File: config.mk
export PLATFORM = sky130hd
export DESIGN_NAME = nibble_spi_tx_flat
export DESIGN_NICKNAME = d
export VERILOG_FILES = /design/src/rtl/nibble_spi_tx_if.sv /design/src/rtl/nibble_spi_tx.sv /design/src/flat_wrapper.sv
export SDC_FILE = /design/constraint.sdc
export NUM_CORES = 1
export LEC_CHECK = 0
export ABC_CLOCK_PERIOD_IN_PS = 3600
export BUFFER_PORTS_ARGS = -buffer_cell sky130_fd_sc_hd__buf_2
export CAP_MARGIN = 20
export CORE_MARGIN = 4
export CORE_UTILIZATION = 45
export DETAILED_ROUTE_END_ITERATION = 16
export GPL_TIMING_DRIVEN = 0
export PLACE_DENSITY_LB_ADDON = 0.05
export SYNTH_ARGS = -nofsm -noshare
export SYNTH_HDL_FRONTEND = slang
export SYNTH_SLANG_ARGS = --single-unit
File: constraint.sdc
create_clock -name clk -period 3.6 [get_ports clk]
set_clock_uncertainty 0.1 [all_clocks]
set_input_delay 0.18 -clock clk [delete_from_list [all_inputs] [get_ports clk]]
set_output_delay 0.18 -clock clk [all_outputs]
set_load 0.05 [all_outputs]
File: src/rtl/nibble_spi_tx_if.sv
// Word handshake and nibble-bus bundle for nibble_spi_tx.
// master = host/word source side, slave = the transmitter.
interface nibble_spi_tx_if #(
  parameter int REGSIZE = 32
);
  logic [REGSIZE-1:0] tx_data;
  logic               tx_valid;
  logic               tx_ready;
  logic [3:0]         nib_out;
  logic [1:0]         sel_out;
  logic               write_select;
  logic               busy;
  logic               done;

  modport master (
    output tx_data, tx_valid,
    input  tx_ready, nib_out, sel_out, write_select, busy, done
  );

  modport slave (
    input  tx_data, tx_valid,
    output tx_ready, nib_out, sel_out, write_select, busy, done
  );
endinterface

File: src/rtl/nibble_spi_tx.sv
// Serialises one REGSIZE-bit word as nibbles (setup cycle, then strobe cycle per nibble).
// Define NIBBLE_TX_LSB_FIRST_EN to send the least significant nibble first.
module nibble_spi_tx #(
  parameter int   REGSIZE    = 32,
  parameter logic SELECTCODE = 1'b0
) (
  input  logic               clk,
  input  logic               rst_n,
  nibble_spi_tx_if.slave     bus
);
  localparam int N  = REGSIZE / 4;
  localparam int CW = $clog2(N + 1);

  localparam logic [1:0] S_IDLE   = 2'd0;
  localparam logic [1:0] S_SETUP  = 2'd1;
  localparam logic [1:0] S_STROBE = 2'd2;
  localparam logic [1:0] S_DONE   = 2'd3;

  logic [1:0]         state, state_n;
  logic [REGSIZE-1:0] shreg, shreg_n;
  logic [CW-1:0]      cnt, cnt_n;
  logic               accept, in_frame;
  logic [3:0]         nib_n;

  logic               tx_ready_q, busy_q, done_q, wsel_q;
  logic [3:0]         nib_q;
  logic [1:0]         sel_q;

  assign accept = bus.tx_valid & tx_ready_q;

  always_comb begin
    state_n = state;
    shreg_n = shreg;
    cnt_n   = cnt;
    case (state)
      S_IDLE: if (accept) begin
        shreg_n = bus.tx_data;
        cnt_n   = CW'(N);
        state_n = S_SETUP;
      end
      S_SETUP: state_n = S_STROBE;
      S_STROBE: begin
`ifdef NIBBLE_TX_LSB_FIRST_EN
        shreg_n = shreg >> 4;
`else
        shreg_n = shreg << 4;
`endif
        cnt_n   = cnt - CW'(1);
        state_n = (cnt == CW'(1)) ? S_DONE : S_SETUP;
      end
      S_DONE:  state_n = S_IDLE;
      default: state_n = S_IDLE;
    endcase
  end

  // Outputs are registered from next-state values so they line up with the state they describe.
  assign in_frame = (state_n == S_SETUP) || (state_n == S_STROBE);
`ifdef NIBBLE_TX_LSB_FIRST_EN
  assign nib_n = shreg_n[3:0];
`else
  assign nib_n = shreg_n[REGSIZE-1 -: 4];
`endif

  always_ff @(posedge clk or negedge rst_n) begin
    if (!rst_n) begin
      state      <= S_IDLE;
      shreg      <= '0;
      cnt        <= '0;
      tx_ready_q <= 1'b1;
      busy_q     <= 1'b0;
      done_q     <= 1'b0;
      nib_q      <= 4'h0;
      sel_q      <= 2'b00;
      wsel_q     <= SELECTCODE;
    end else begin
      state      <= state_n;
      shreg      <= shreg_n;
      cnt        <= cnt_n;
      tx_ready_q <= (state_n == S_IDLE);
      busy_q     <= (state_n != S_IDLE);
      done_q     <= (state_n == S_DONE);
      nib_q      <= in_frame ? nib_n : 4'h0;
      // Count still equals N through both cycles of the first nibble.
      sel_q[1]   <= in_frame && (cnt_n == CW'(N));
      sel_q[0]   <= (state_n == S_STROBE);
      wsel_q     <= SELECTCODE;
    end
  end

  assign bus.tx_ready     = tx_ready_q;
  assign bus.busy         = busy_q;
  assign bus.done         = done_q;
  assign bus.nib_out      = nib_q;
  assign bus.sel_out      = sel_q;
  assign bus.write_select = wsel_q;
endmodule

File: src/flat_wrapper.sv
// flat-port wrapper written by rule: the top's interface ports become plain ports
module nibble_spi_tx_flat 
#(
  parameter int   REGSIZE    = 32,
  parameter logic SELECTCODE = 1'b0
)
  (clk, rst_n, bus_tx_data, bus_tx_valid, bus_tx_ready, bus_nib_out, bus_sel_out, bus_write_select, bus_busy, bus_done);
  nibble_spi_tx_if #(.REGSIZE(REGSIZE)) bus_i ();
  input  logic clk;
  input  logic rst_n;
  input wire logic [$bits(bus_i.tx_data)-1:0] bus_tx_data;
  input wire logic [$bits(bus_i.tx_valid)-1:0] bus_tx_valid;
  output wire logic [$bits(bus_i.tx_ready)-1:0] bus_tx_ready;
  output wire logic [$bits(bus_i.nib_out)-1:0] bus_nib_out;
  output wire logic [$bits(bus_i.sel_out)-1:0] bus_sel_out;
  output wire logic [$bits(bus_i.write_select)-1:0] bus_write_select;
  output wire logic [$bits(bus_i.busy)-1:0] bus_busy;
  output wire logic [$bits(bus_i.done)-1:0] bus_done;
  assign bus_i.tx_data = bus_tx_data;
  assign bus_i.tx_valid = bus_tx_valid;
  assign bus_tx_ready = bus_i.tx_ready;
  assign bus_nib_out = bus_i.nib_out;
  assign bus_sel_out = bus_i.sel_out;
  assign bus_write_select = bus_i.write_select;
  assign bus_busy = bus_i.busy;
  assign bus_done = bus_i.done;
  nibble_spi_tx #(.REGSIZE(REGSIZE), .SELECTCODE(SELECTCODE)) u_core (.clk(clk), .rst_n(rst_n), .bus(bus_i));
endmodule
==> impl_metrics.ini <==
[status]
outcome = finished, final reports clean

[critical_path]
worstSetupEndpointType = register
crit_top_cell = a21oi_1
critPathSlowestCell = dfstp_2
critPathCapture = u_core.bus.sel_out[1]
critPathMaxStageDelay_ps = 600
regToRegStartpoint = u_core.bus.tx_ready
crit_start = u_core.bus.tx_ready
critPathLaunchType = register
critical_path_class = reg -> reg
reg2reg_slack_ps = 1390
path_buf_inv = 2
r2r-end = u_core.bus.sel_out[1]
crit_path_cell_trace = a21oi_1, or2_1, buf_6, buf_2, ha_1, a21oi_1, o21ai_0, nor3b_2
worstRegToRegCells = 8
crit_cells = 8
crit_arrival_ps = 2320
required_ps = 3720
path_max_fanout = 11
critPathTopFamily = flip-flops

[synth]
seq_area_frac_synth_pct = 58.5
synth_area_mm2 = 0.00201
synth_cell_type_count = 31
synth_nets = 211
avgSynthCellArea_um2 = 11.8
postSynthCellCount = 171
ys_ff_latch = 47
yosys_warnings = 0

[placed_design]
portBuffers = 43
hpwl_mm = 3.13
pre_cts_slack_ps = 1400
gp_congestion = 0.787

[power]
p_sw_share_pct = 40.6
p_sw_mw = 0.922
seq_power_share_pct = 39.6
ir_drop_mv = 0.363
clock_power_share_pct = 14.0
combPwrFrac_pct = 46.4
power.leakage_nw = 1.38
internal_power_mw = 1.35
power_density_mw_per_mm2 = 879

[cts]
htreeDepth = 2
clock_path_buffers = 2
numCtsBuffers = 5
clock-root-buffer = clkbuf_8
cts_tree = yes
path_clk_slew_ps = 90
clock-sinks = 47
insertion_delay_ps = 300

[global_routing]
grt_max_degree = 48
grt_pass1_vias = 1525
grt_usage_pct = 17.0
grt_remaining_overflow = 0
grt_pass1_wl_mm = 7.16
antenna_found_initial = 0

[floorplan]
rows = 24
die_w_um = 74.9
pin_count = 45
fp.dieH_um = 74.9
start_util_pct = 46.2
core_mm2 = 0.00435
dieArea_mm2 = 0.00560

[sta]
finalSetupViolations = 0
fin_crit_ps = 2210
worst_slew_pin_slew_ps = 504
slew_violations = 0
fmax_mhz = 453
rsz0062_at_grt = no
setup_slack_ps = 1390
final-hold-violation-count = 0
post-route-period-util_pct = 61.3
maxSlewHeadroom_pct = 66.4
finalSetupTns_ps = 0

[routing]
antenna_left = 0
drt_iter0_markers = 180
dr_total_vias = 1576
viasPerCell = 5.40
wl_mm = 4.50
drc = 0
dr.pass1.iters = 6
wl_per_cell_um = 15.4

[cells_and_area]
n_fill_cell = 371
diodes = 0
area_growth_pct = 28.2
final_nets = 280
drive_above_1_share_pct = 27.1

[run]
maxCapViolCount = 0

[worst_hold_path]
hp-class = in -> reg
==> metal layers <==
layer  wire length [um]  track usage, %  vias up  part of all wire (%)
met4                 59            6.32        0                   1.3
met1               1840            21.8      752                    41
li1                   -               -      763                     -
met3                347            4.01        6                   7.7
met5                  0               0        -                     0
met2               2260            28.0       55                    50
==> area by class of cell <==
cell class,instances,area (um^2),area share [%]
inverter,29,109,4.22
clock inverter,1,5.00,0.194
sequential,47,1180,45.6
clock buffer,6,82.6,3.20
buffer,13,82.6,3.20
timing repair buffer,62,415,16.1
tap,52,65.1,2.52
multi-input combinational,82,643,24.9
==> power groups by stage <==
stage	Clock (mW)	Sequential, mW	Combinational, mW
after detailed placement	0	0.906	1.05
after floorplan	0	0.993	0.686
after global placement	0	0.900	1.01
final	0.317	0.899	1.05
after CTS	0.331	0.898	1.07
after global routing	0.348	0.926	1.17
==> cell usage after synthesis, drive strengths merged <==
library cell  number  area, um^2
nand2b             1        6.26
inv               29         109
and3               4        25.0
dfrtp             46        1150
nand2             10        37.5
a222oi            24         240
nor3b              1        12.5
nor2b              9        56.3
o32ai              1        8.76
ha                 5        62.6
buf               11        75.1
a21oi              3        15.0
mux2               1        11.3
a21o               1        7.51
o21ai              1        5.00
and4bb             1        12.5
nor4b              1        8.76
nor3               1        5.00
clkbuf             2        7.51
a31oi              1        6.26
conb               1        3.75
o22ai              1        6.26
nor2               1        3.75
a211oi             5        37.5
dfstp              1        26.3
o31ai              4        30.0
or2                1        6.26
a22o               4        35.0
==> metrics by stage <==
| step | hold slack [ps] | cell area, um^2 | util [%] | power, mW | cells |
|---|---|---|---|---|---|
| 2_1_floorplan | -216 | 2010 | - | 1.68 | 171 |
| 3_3_place_gp | 293 | 2290 | 52.6 | 1.91 | 266 |
| 3_5_place_dp | 298 | 2290 | 52.6 | 1.95 | 266 |
| 4_1_cts | 0.760 | 2560 | 58.8 | 2.29 | 291 |
| 5_1_grt | 13.4 | 2580 | 59.3 | 2.45 | 292 |
| 6_report | 14.7 | 2580 | 59.3 | 2.27 | 292 |
==> worst min path at each step <==
stage                         start                to  slack (ps)  cells after the start
global placement    bus_tx_data[17]  u_core.shreg[17]         290                      3
global route        bus_tx_data[23]  u_core.shreg[23]          10                      3
detailed placement  bus_tx_data[17]  u_core.shreg[17]         300                      3
floorplan                     rst_n   u_core.bus.busy        -220                      0
CTS                 bus_tx_data[27]  u_core.shreg[27]         0.8                      3
finish              bus_tx_data[27]  u_core.shreg[27]          10                      3
==> worst min-delay path, delay by kind of cell <==
| family | cells | cell delay [ps] |
|---|---|---|
| buf+inv | 2 | 140 |
| compound gates | 1 | 70 |
==> placed cells by master (no fill, tap or decap) <==
| cell type | n |
|---|---|
| o21ai_0 | 1 |
| buf_6 | 3 |
| dlygate4sd3_1 | 18 |
| ha_1 | 5 |
| a22o_1 | 4 |
| clkinv_2 | 1 |
| nor4b_1 | 1 |
| a21oi_1 | 3 |
| buf_1 | 1 |
| dfrtp_1 | 46 |
| nor3_1 | 1 |
| buf_12 | 1 |
| o32ai_1 | 1 |
| a31oi_1 | 1 |
| inv_1 | 29 |
| clkbuf_8 | 6 |
| or2_1 | 1 |
| o31ai_1 | 4 |
| dfstp_2 | 1 |
| nor2b_1 | 9 |
| o22ai_1 | 1 |
| a222oi_1 | 24 |
| buf_4 | 1 |
| nor2_1 | 1 |
| and4bb_2 | 1 |
| a211oi_1 | 5 |
| a21o_1 | 1 |
| mux2_2 | 1 |
| conb_1 | 1 |
| nand2_1 | 10 |
| clkbuf_1 | 2 |
| nand2b_1 | 1 |
| nor3b_2 | 1 |
| buf_2 | 49 |
| and3_1 | 4 |
==> kinds of logic after synthesis <==
group           count (synthesis)  synth area share (%)
flops                          47                  58.5
other cells                     1                 0.186
compound gates                 45                  19.5
fa+ha+maj                       5                  3.11
mux                             1                 0.560
buf+inv                        42                  9.51
simple gates                   30                  8.64
==> repair_timing <==
| item | 4_1_cts | 5_1_grt |
|---|---|---|
| hold buffers | 18 | 0 |
| setup buffers | 0 | 0 |
| endpoints found under the hold margin | 57 | 0 |
| resized for setup | 0 | 0 |
==> state kept, by name, summed over array words and instances, names as in the netlist <==
signal,flops
u_core.bus.busy,1
u_core.bus.done,1
u_core.bus.nib_out,4
u_core.bus.sel_out,2
u_core.bus.tx_ready,1
u_core.cnt,4
u_core.shreg,32
u_core.state,2
Power figures use the tool's default switching activity.
